## src/rtl/priority_decoder_2to4_hold.sv

```systemverilog
// priority_decoder_2to4_hold
//   Registered 2-to-4 decoder with a valid/ready input handshake. Each
//   accepted index drives its one-hot line for HOLD_CYCLES cycles. A new
//   index can be taken in the last hold cycle, so indices stream with no gap.
//
// Ports
//   clk        rising-edge clock
//   rst        asynchronous reset, active-high
//   in         encoded index, sampled only on accept
//   in_valid   in holds a valid index
//   in_ready   block can accept this cycle (depends on state only)
//   out        one-hot decode of the last accepted index, zero when idle
//   out_valid  out holds a live one-hot value
//   busy       block is in HOLD
//
// Parameters
//   IN_W         encoded index width
//   OUT_W        one-hot width, must equal 2**IN_W
//   HOLD_CYCLES  cycles each one-hot is held (>= 1)
//   CNT_W        hold counter width, 2**CNT_W > HOLD_CYCLES-1
module priority_decoder_2to4_hold #(
  parameter int IN_W        = 2,
  parameter int OUT_W       = 4,
  parameter int HOLD_CYCLES = 4,
  parameter int CNT_W       = 3
) (
  input  logic             clk,
  input  logic             rst,
  input  logic [IN_W-1:0]  in,
  input  logic             in_valid,
  output logic             in_ready,
  output logic [OUT_W-1:0] out,
  output logic             out_valid,
  output logic             busy
);

  typedef enum logic [0:0] {
    IDLE = 1'b0,
    HOLD = 1'b1
  } state_t;

  // Counter value loaded on every accept: cnt counts the hold cycles still
  // to come after the current one, so 0 marks the final hold cycle.
  localparam logic [CNT_W-1:0] RELOAD = CNT_W'(HOLD_CYCLES - 1);

  state_t           state, state_n;
  logic [CNT_W-1:0] cnt, cnt_n;
  logic [OUT_W-1:0] out_n;
  logic             out_valid_n;
  logic [OUT_W-1:0] dec;
  logic             accept;

  // One comparator per output line. The decode only reaches a register
  // through the accept path, so an undefined index outside accept is
  // never captured.
  for (genvar i = 0; i < OUT_W; i++) begin : g_dec
    assign dec[i] = (in == IN_W'(i));
  end

  assign in_ready = (state == IDLE) || ((state == HOLD) && (cnt == '0));
  assign accept   = in_valid && in_ready;
  assign busy     = (state == HOLD);

  always_comb begin
    state_n     = state;
    cnt_n       = cnt;
    out_n       = out;
    out_valid_n = out_valid;
    unique case (state)
      IDLE: begin
        out_n       = '0;
        out_valid_n = 1'b0;
        if (accept) begin
          state_n     = HOLD;
          out_n       = dec;
          out_valid_n = 1'b1;
          cnt_n       = RELOAD;
        end
      end
      HOLD: begin
        if (cnt != '0) begin
          cnt_n = cnt - 1'b1;
        end else if (accept) begin
          // Back-to-back index: reload without passing through IDLE.
          out_n       = dec;
          out_valid_n = 1'b1;
          cnt_n       = RELOAD;
        end else begin
          state_n     = IDLE;
          out_n       = '0;
          out_valid_n = 1'b0;
        end
      end
      default: begin
        state_n     = IDLE;
        cnt_n       = '0;
        out_n       = '0;
        out_valid_n = 1'b0;
      end
    endcase
  end

  always_ff @(posedge clk or posedge rst) begin
    if (rst) begin
      state     <= IDLE;
      cnt       <= '0;
      out       <= '0;
      out_valid <= 1'b0;
    end else begin
      state     <= state_n;
      cnt       <= cnt_n;
      out       <= out_n;
      out_valid <= out_valid_n;
    end
  end

endmodule

```

## config.mk

```make
export PLATFORM = sky130hd
export DESIGN_NAME = priority_decoder_2to4_hold
export DESIGN_NICKNAME = d
export VERILOG_FILES = /design/src/rtl/priority_decoder_2to4_hold.sv
export SDC_FILE = /design/constraint.sdc
export NUM_CORES = 1
export LEC_CHECK = 0
export BUFFER_PORTS_ARGS = -buffer_cell sky130_fd_sc_hd__buf_2
export CAP_MARGIN = 20
export CORE_AREA = 2 2 39 41
export CTS_BUF_LIST = sky130_fd_sc_hd__clkbuf_8
export CTS_CLUSTER_DIAMETER = 100
export CTS_CLUSTER_SIZE = 10
export DETAILED_ROUTE_END_ITERATION = 12
export DIE_AREA = 0 0 41 43
export MAX_ROUTING_LAYER = met4
export PLACE_DENSITY = 0.59
export SLEW_MARGIN = 15
export SYNTH_ARGS = -nofsm -noshare
export SYNTH_HDL_FRONTEND = slang
export SYNTH_SLANG_ARGS = --single-unit
```

## constraint.sdc

```tcl
create_clock -name clk -period 2.6 [get_ports clk]
set_input_delay 0.13 -clock clk [delete_from_list [all_inputs] [get_ports clk]]
set_output_delay 0.13 -clock clk [all_outputs]
set_load 0.02 [all_outputs]
```

==> metrics, run 1 <==
half-perimeter wire length after placement=514 um; worst-case vdd ir drop=490 uV; routed metal-1 wirelength=339 um; arrival time of data at the critical path endpoint=1.45 ns; post-synthesis cell area=428 um2; TritonCTS clock tree=done; most frequent cell on the critical path=inv_1; Final WS setup=1.02 ns; buffers inserted during post-CTS setup optimization=0; Crit path max-delay family=flip-flops; final instance area=559 um2; net total in the final layout=59; Layout Area Growth over Synthesis=30.7%; number of inserted diodes=0; clock transition at the register clock pins on the worst setup and hold paths after CTS=0.05 ns; flip-flop and latch count after synthesis=9; number of global-route vias before repair=278; Leakage Power=0.000290 uW; CTS Root Cell=clkbuf_8; fraction of the cycle the final worst path needs=0.607; total I/O pin count=12; f_max=633 MHz; area used by multi-input combinational logic=184 um2; critical path data required time=2.47 ns; per-cell via count in the routed design=4.45; die footprint=1760 um2; synthesized netlist net count=42; Setup TNS=0 ns; initial antenna violation count=0; area share of the largest cell type after synthesis=0.526; violation count after the first detailed-route iteration=3; GR Overflow Total=0; RSZ-0062 raised after global routing=false; dominant cells by area after synthesis=dfrtp_1, mux2_2, ha_1; Buffers on Ports=11; Ys Warns=0; Chip Height=43 um; endpoint class of the critical path=output pin; total met2 wirelength after detailed routing=304 um; worst relative slew slack=0.764; row count=14; cell accounting for the most synthesized area=dfrtp_1; Worst-Skew Late Latency=0.23 ns; Critical Path Fanout Max=9; met3 routed WL=46 um; fill cell instance count of the final layout=141; Sequential cell area=225 um2; antenna-violating nets left=0; area of placed instances=503 um2; placement-stage worst setup slack=1.11 ns; Die Wd=41 um; Hold WC Path Type=in2reg; fraction of final layout cells sized beyond drive strength 1=0.412; Critical Setup Path Class=reg2out; number of instances in the placed design=62; number of buffers added by the clock tree synthesis step=3; post-synthesis cell type count=15; deepest level of the CTS H-tree=1; cell-by-cell trace of the critical path=inv_1 -> ha_1 -> inv_1 -> o21ai_4 -> buf_2; minimum clock period=1.58 ns; Pwr Density=1170 nW/um2; non-filler instance count after layout=67; syn avg cell area=12.2 um2; RD Place Congestion=0.630; final max-slew violation count=0; sort of element at the start of the critical path=register; CP bufs+invs=3; Final setup violation count=0; sequential share of the synthesized area=0.526; max capacitance violation total=0; Max Root-Sink Buffers=2; count of TritonRoute iterations in the first routing pass=4; largest stage delay on the critical path=0.38 ns; largest net degree at the start of global routing=10; cell count after synthesis=35; core area=1380 um2; CP max stage cell=dfrtp_1; wire length of the first global-routing pass=1.14 mm; total detailed-routing wirelength=690 um; number of vias after detailed routing=298; combined global-route utilization of all metal layers=0.102; final count of hold timing violations=0; worst clock skew=0.00252 ns; TritonCTS Sinks=9; number of remaining DRC errors=0; result of the run=finished, final reports clean; starting density of the core=0.309; routed wire length per instance=10.3 um; highest layer used for signal routing=met3; Slew @ Worst Pin=0.354 ns
-- cell usage in the layout, fill, tap and decap left out --
master,instances
buf_2,11
nand3b_1,1
ha_1,2
clkbuf_8,3
nor2_1,3
mux2i_1,2
dfrtp_1,9
nand2_1,1
nand4_1,1
nand2b_1,1
mux2_2,5
and3b_1,1
clkinv_2,1
and3_1,1
o311ai_0,1
nor3b_1,1
dlygate4sd3_1,1
inv_1,5
o21ai_4,1
-- kinds of logic after synthesis --
group,share of synthesized area
AND/OR/NAND/NOR,0.135
flip-flops,0.526
multiplexers,0.178
adder cells (fa/ha/maj),0.0585
buffers and inverters,0.0439
AO/OA/AOI/OAI,0.0585
-- final cells by class --
type / instances / area share
Tap cell: 16 / 0.0358
Inverter: 5 / 0.0336
Multi-Input combinational cell: 21 / 0.329
Clock buffer: 3 / 0.0738
Timing Repair Buffer: 12 / 0.116
Clock inverter: 1 / 0.00895
Sequential cell: 9 / 0.403
-- path summary, 6_finish.rpt --
path,start,endpoint,slack (ns),cells after the start
min in group asynchronous,rst,out[0],0.40,3
max in group asynchronous,rst,cnt[1],1.94,3
setup reg to reg,cnt[0],out_valid,1.12,5
hold reg to reg,cnt[0],cnt[0],0.47,1
hold / removal,in_valid,busy,0.22,2
setup / recovery,cnt[0],in_ready,1.02,5
-- cells in the mapped netlist (all sizes together) --
cell and number:
dfrtp 9, inv 5, mux2 5, nor2 3, ha 2, mux2i 2, and3 1, and3b 1
nand2 1, nand2b 1, nand3b 1, nand4 1, nor3b 1, o21ai 1, o311ai 1
-- power breakdown --
part	internal [uW]	switching, uW	total, uW
registers	193	34.7	228
clock network	104	56.0	160
logic	118	148	266
-- routing by layer --
| metal | global-route usage | vias up |
|---|---|---|
| met5 | - | - |
| met1 | 0.122 | 138 |
| met2 | 0.134 | 9 |
| li1 | - | 151 |
| met4 | 0.0400 | 0 |
| met3 | 0.0628 | 0 |
-- per-stage QoR --
| stage | total power [uW] | util | hold slack [ns] |
|---|---|---|---|
| final | 655 | 0.404 | 0.224 |
| after CTS | 667 | 0.404 | 0.225 |
| after global placement | 495 | 0.363 | 0.109 |
| after floorplan | 429 | - | -0.0421 |
| after global routing | 712 | 0.404 | 0.239 |
| after detailed placement | 502 | 0.363 | 0.115 |
-- timing repair --
item,in CTS,in global routing
gates resized for setup,0,0
hold buffers,1,0
endpoints found under the hold margin,9,0
endpoints found under the setup margin,0,0
-- flip-flops by register name, summed over array words and instances (netlist names) --
signal / cells
out: 4
cnt: 3
busy: 1
out_valid: 1
Note: power is estimated with default switching activity, not from simulation.
==> run 2: changes to the inputs <==
- clock period: 2.6 -> 1.6 ns (I/O delays scaled with it)
==> run 2 against run 1 <==
Count of clock-buffer cells in the layout is the same. Clock power rose by 58%. Sequential cell count unchanged. Non-clock buffer count grew 1. Sequential power increased by 63%. First-iteration DRC count decreased by 33%. Combinational power up 70%. Critical path depth is the same. Final area rose by 1.1%. Critical endpoint unchanged. Largest cell class unchanged. Highest routed layer is now met4.
==> metrics, run 2 (same netlist as run 1, synthesis figures left out) <==
result of the run=finished, final reports clean; registers with the highest flip-flop counts=out: 4 flops, cnt: 3 flops; GR Overflow Total=0 (unchanged); final instance area=566 um2 (+1.1%); Final setup violation count=0 (unchanged); number of inserted diodes=0 (unchanged); number of cells upsized or downsized after cts=0 (unchanged); fraction of final layout cells sized beyond drive strength 1=0.404 (-0.00792); violation count after the first detailed-route iteration=2 (-1); clock transition at the register clock pins on the worst setup and hold paths after CTS=0.04 ns (about the same); largest net degree at the start of global routing=10 (unchanged); TritonCTS Sinks=9 (unchanged); net total in the final layout=60 (+1.7%); Worst-Skew Late Latency=0.23 ns (about the same); worst hold slack across all endpoints=0.156 ns (-0.0676 ns); total I/O pin count=12 (unchanged); top library cells by usage in the layout, fill and taps aside=buf_2, dfrtp_1, inv_1; max reg flops=4 (unchanged); number of global-route vias before repair=319 (+15%); endpoint class of the critical path=output pin; count of TritonRoute iterations in the first routing pass=3 (-1); Die Wd=41 um (unchanged); fraction of the cycle the final worst path needs=0.912; per-cell via count in the routed design=4.54 (+2.2%); die footprint=1760 um2 (unchanged); final cell utilization of the core=0.409 (+0.00452); Worst setup startpoint=cnt[0]; worst-case vdd ir drop=1090 uV (+120%); Max Root-Sink Buffers=2 (unchanged); Layout Area Growth over Synthesis=32.2%; startpoint of the worst-slack reg-to-reg timing path=cnt[0]; area of placed instances=510 um2 (+1.5%); number of remaining DRC errors=0 (unchanged); Buffers on Ports=11 (unchanged); worst clock skew=0.00430 ns (+0.00178 ns); TritonCTS clock tree=done; worst relative slew slack=0.760 (-0.00319); starting density of the core=0.309 (unchanged); Critical Setup Path Class=reg2out; launch point of the worst hold path=in_valid; wire length of the first global-routing pass=1.28 mm (+13%); Leakage Power=0.000297 uW (+2.3%); number of buffers added by the clock tree synthesis step=3 (unchanged); minimum clock period=1.46 ns; Pwr Density=1900 nW/um2 (+62%); critical path data required time=1.52 ns (-0.95 ns); arrival time of data at the critical path endpoint=1.38 ns (-0.07 ns); total detailed-routing wirelength=721 um (+4.5%); max capacitance violation total=0 (unchanged); core area=1380 um2 (unchanged); half-perimeter wire length after placement=517 um (+0.66%); RD Place Congestion=0.703 (+12%); number of vias after detailed routing=309 (+3.7%); Slew @ Worst Pin=0.359 ns (+0.00477 ns); f_max=685 MHz; routed wire length per instance=10.6 um (+3.0%); initial antenna violation count=0 (unchanged); Critical Path Fanout Max=8 (-1); RSZ-0062 raised after global routing=false; Hold WC Path Type=in2reg; combined global-route utilization of all metal layers=0.117 (+0.0157); most common cell after layout, fill and taps aside=buf_2; non-filler instance count after layout=68 (+1.5%); number of instances in the placed design=63 (+1.6%); CTS Root Cell=clkbuf_8; Chip Height=43 um (unchanged); sort of element at the start of the critical path=register; final count of hold timing violations=0 (unchanged); final max-slew violation count=0 (unchanged); deepest level of the CTS H-tree=1 (unchanged); Setup TNS=0 ns (unchanged); register with the most flip-flops=out; antenna-violating nets left=0 (unchanged); row count=14 (unchanged)
==> run 2: changes by cell type in the layout (fill, tap and decap cells not counted) <==
| cell | change |
|---|---|
| buf_4 | +1 |
| clkinv_2 | -1 |
| inv_1 | +1 |
==> run 2: final timing paths <==
check	endpoint	slack, ns	depth (start not counted)
max	in_ready	0.14	5
max reg2reg	out_valid	0.18	5
min in group asynchronous	out[3]	0.36	3
min	busy	0.16	2
min reg2reg	cnt[0]	0.47	1
max in group asynchronous	cnt[1]	0.97	3
==> run 2: layout make-up <==
cell class / count / area, um2
timing repair buffer: 13 / 72.6
fill: 145 / 818
multi-input combinational: 21 / 184
inverter: 5 / 18.8
sequential: 9 / 225
clock buffer: 3 / 41.3
tap: 16 / 20.0
clock inverter: 1 / 3.75
==> run 2: power by group <==
group	internal, uW	switching (uW)
Clock	167	86.3
Combinational	210	241
Sequential	314	56.9
==> run 2: what timing repair did <==
item                      in CTS  in global routing
hold endpoints to repair       9                  0
buffers inserted               0                  0
hold buffers                   1                  0
==> run 2: per-layer routing <==
| metal | track usage | vias up | routed length [um] |
|---|---|---|---|
| met5 | - | - | 0 |
| met4 | 0.0400 | 0 | 10 |
| met3 | 0.0942 | 2 | 55 |
| met2 | 0.153 | 9 | 303 |
| met1 | 0.132 | 145 | 352 |
| li1 | - | 153 | - |
==> run 2: worst max-delay path, cell delays in order (launching register included) <==
cell     delay (ns)
dfrtp_1        0.38
inv_1          0.08
ha_1           0.14
inv_1          0.07
o21ai_4        0.26
buf_2          0.22
==> run 2: metrics by stage <==
step                setup slack [ns]  total power [uW]
floorplan                      0.131               697
global placement               0.176               825
detailed placement             0.174               832
CTS                            0.114              1100
global route                  0.0175              1180
finish                         0.141              1080
==> run 3: changes to the inputs <==
- SETUP_SLACK_MARGIN: unset -> 0.15
==> run 3 against run 2 <==
Register-to-register slack better by 0.05 ns. First-iteration DRC count grew to 3.5 times the previous value. Largest power group unchanged. Sequential power is 2% higher. Largest cell class unchanged. Critical endpoint is now out[0]. Worst setup slack better by 0.090 ns. Fmax is 6.6% higher. Final cell count is 2.9% higher. Die area stayed put. Power is 15% higher.
==> metrics, run 3 (same netlist as run 1, synthesis figures left out) <==
result of the run=finished, final reports clean; Pwr Density=2020 nW/um2 (+6.0%); minimum clock period=1.37 ns (-0.0904 ns); per-cell via count in the routed design=4.60 (+1.2%); starting density of the core=0.309 (unchanged); cell-by-cell trace of the critical path=inv_2 -> ha_4 -> inv_2 -> o21ai_4 -> buf_6 -> mux2_4; Worst-Skew Late Latency=0.23 ns (about the same); GR Overflow Total=0 (unchanged); global routing met2 resource utilization=0.172 (+0.0187); Worst Reg-to-Reg Cells=6 (+1); critical path capture point=out[0]; number of vias after detailed routing=322 (+4.2%); number of inserted diodes=0 (unchanged); largest net degree at the start of global routing=10 (unchanged); register with the most flip-flops=out; Layout Area Growth over Synthesis=43.9%; routed wire length per instance=12.0 um (+13%); most common cell after layout, fill and taps aside=buf_2; RD Place Congestion=0.702 (-0.14%); Die Wd=41 um (unchanged); combined global-route utilization of all metal layers=0.124 (+0.00636); TritonCTS clock tree=done; worst clock skew=0.00620 ns (+0.00189 ns); most frequent cell on the critical path=inv_2; fraction of the cycle the final worst path needs=0.855 (-0.0565); Slew @ Worst Pin=0.381 ns (+0.0222 ns); capture point of the worst reg-to-reg path=out[0]; number of remaining DRC errors=0 (unchanged); final cell utilization of the core=0.445 (+0.0362); clock transition at the register clock pins on the worst setup and hold paths after CTS=0.05 ns (about the same); Max Root-Sink Buffers=2 (unchanged); wire length of the first global-routing pass=1.33 mm (+3.7%); max capacitance violation total=0 (unchanged); fraction of final layout cells sized beyond drive strength 1=0.500 (+0.0962); layer with the highest usage after global routing=met2; worst relative slew slack=0.746 (-0.0148); Critical Path Fanout Max=5 (-3); RSZ-0062 raised after global routing=false; arrival time of data at the critical path endpoint=1.48 ns (+0.10 ns); Critical Setup Path Class=reg2reg; global routing met3 resource utilization=0.0942 (unchanged); count of TritonRoute iterations in the first routing pass=3 (unchanged); initial antenna violation count=0 (unchanged); Leakage Power=0.000316 uW (+6.5%); violation count after the first detailed-route iteration=7 (+5); Setup TNS=0 ns (unchanged); net total in the final layout=62 (+3.3%); Final setup violation count=0 (unchanged); CTS Root Cell=clkbuf_8; met1 track utilization from global routing=0.133 (+0.000440); TritonCTS Sinks=9 (unchanged); critical path data required time=1.71 ns (+0.19 ns); antenna-violating nets left=0 (unchanged); number of buffers added by the clock tree synthesis step=3 (unchanged); Worst setup startpoint=cnt[0]; WHS Path Cells=2 (unchanged); total detailed-routing wirelength=841 um (+17%); sort of element at the start of the critical path=register; core area=1380 um2 (unchanged); f_max=731 MHz (+6.6%); worst-case vdd ir drop=1090 uV (-0.24%); final count of hold timing violations=0 (unchanged); top library cells by usage in the layout, fill and taps aside=buf_2, dfrtp_1, mux2_4; startpoint of the worst-slack reg-to-reg timing path=cnt[0]; number of global-route vias before repair=308 (-3.4%); largest stage delay on the critical path=0.39 ns (about the same); Buffers on Ports=11 (unchanged); register-to-register setup slack=0.23 ns (+0.05 ns); total I/O pin count=12 (unchanged); deepest level of the CTS H-tree=1 (unchanged); die footprint=1760 um2 (unchanged); final max-slew violation count=0 (unchanged); row count=14 (unchanged); Chip Height=43 um (unchanged); registers with the highest flip-flop counts=out: 4 flops, cnt: 3 flops; endpoint class of the critical path=register; Hold WC Path Type=in2reg; max reg flops=4 (unchanged); CP max stage cell=dfrtp_1
[run 3: cell type report]
class | count | area, um2
clock buffer | 3 | 41.3
clock inverter | 1 | 3.75
fill | 133 | 768
inverter | 5 | 18.8
multi-input combinational | 21 | 211
sequential | 9 | 225
tap | 16 | 20.0
timing repair buffer | 15 | 95.1
[run 3: report_power, final]
part	total [uW]	switching (uW)	internal, uW	leakage, uW
Combinational	609	292	317	0.000179
Clock	254	87.6	167	0.0000269
Sequential	378	63.1	314	0.000110
[run 3: per-stage QoR]
stage,cells,power [uW],area (um2),hold slack [ns],setup WS (ns)
finish,70,1240,616,0.154,0.232
global route,70,1340,616,0.174,0.149
CTS,70,1160,584,0.152,0.146
detailed placement,62,819,503,0.0688,0.123
global placement,62,804,503,0.0582,0.161
floorplan,35,695,428,-0.0921,0.158
[run 3: what timing repair did]
action | 4_1_cts | 5_1_grt
hold buffers | 1 | 0
hold endpoints to repair | 9 | 0
resized for setup | 1 | 10
pin swaps | 1 | 2
setup buffers | 3 | 0
cloned | 0 | 0
setup endpoints to repair | 6 | 5
[run 3: worst min path at each step]
stage / start / to / slack [ns]
2_1_floorplan: rst / busy / -0.09
3_3_place_gp: rst / out[0] / 0.06
3_5_place_dp: rst / out[0] / 0.07
4_1_cts: in_valid / busy / 0.15
5_1_grt: in_valid / busy / 0.17
6_report: in_valid / busy / 0.15
[run 3: per-layer routing]
metal / share of wire / vias up
met5: 0 / -
met4: 0.012 / 0
met3: 0.069 / 2
met2: 0.47 / 8
met1: 0.44 / 155
li1: - / 157
[run 3: critical path, delay by kind of cell, from the launching register on]
family,cells,cell delay (ns)
fa+ha+maj,1,0.12
flops,1,0.39
compound gates,1,0.16
buf+inv,3,0.28
mux,1,0.30
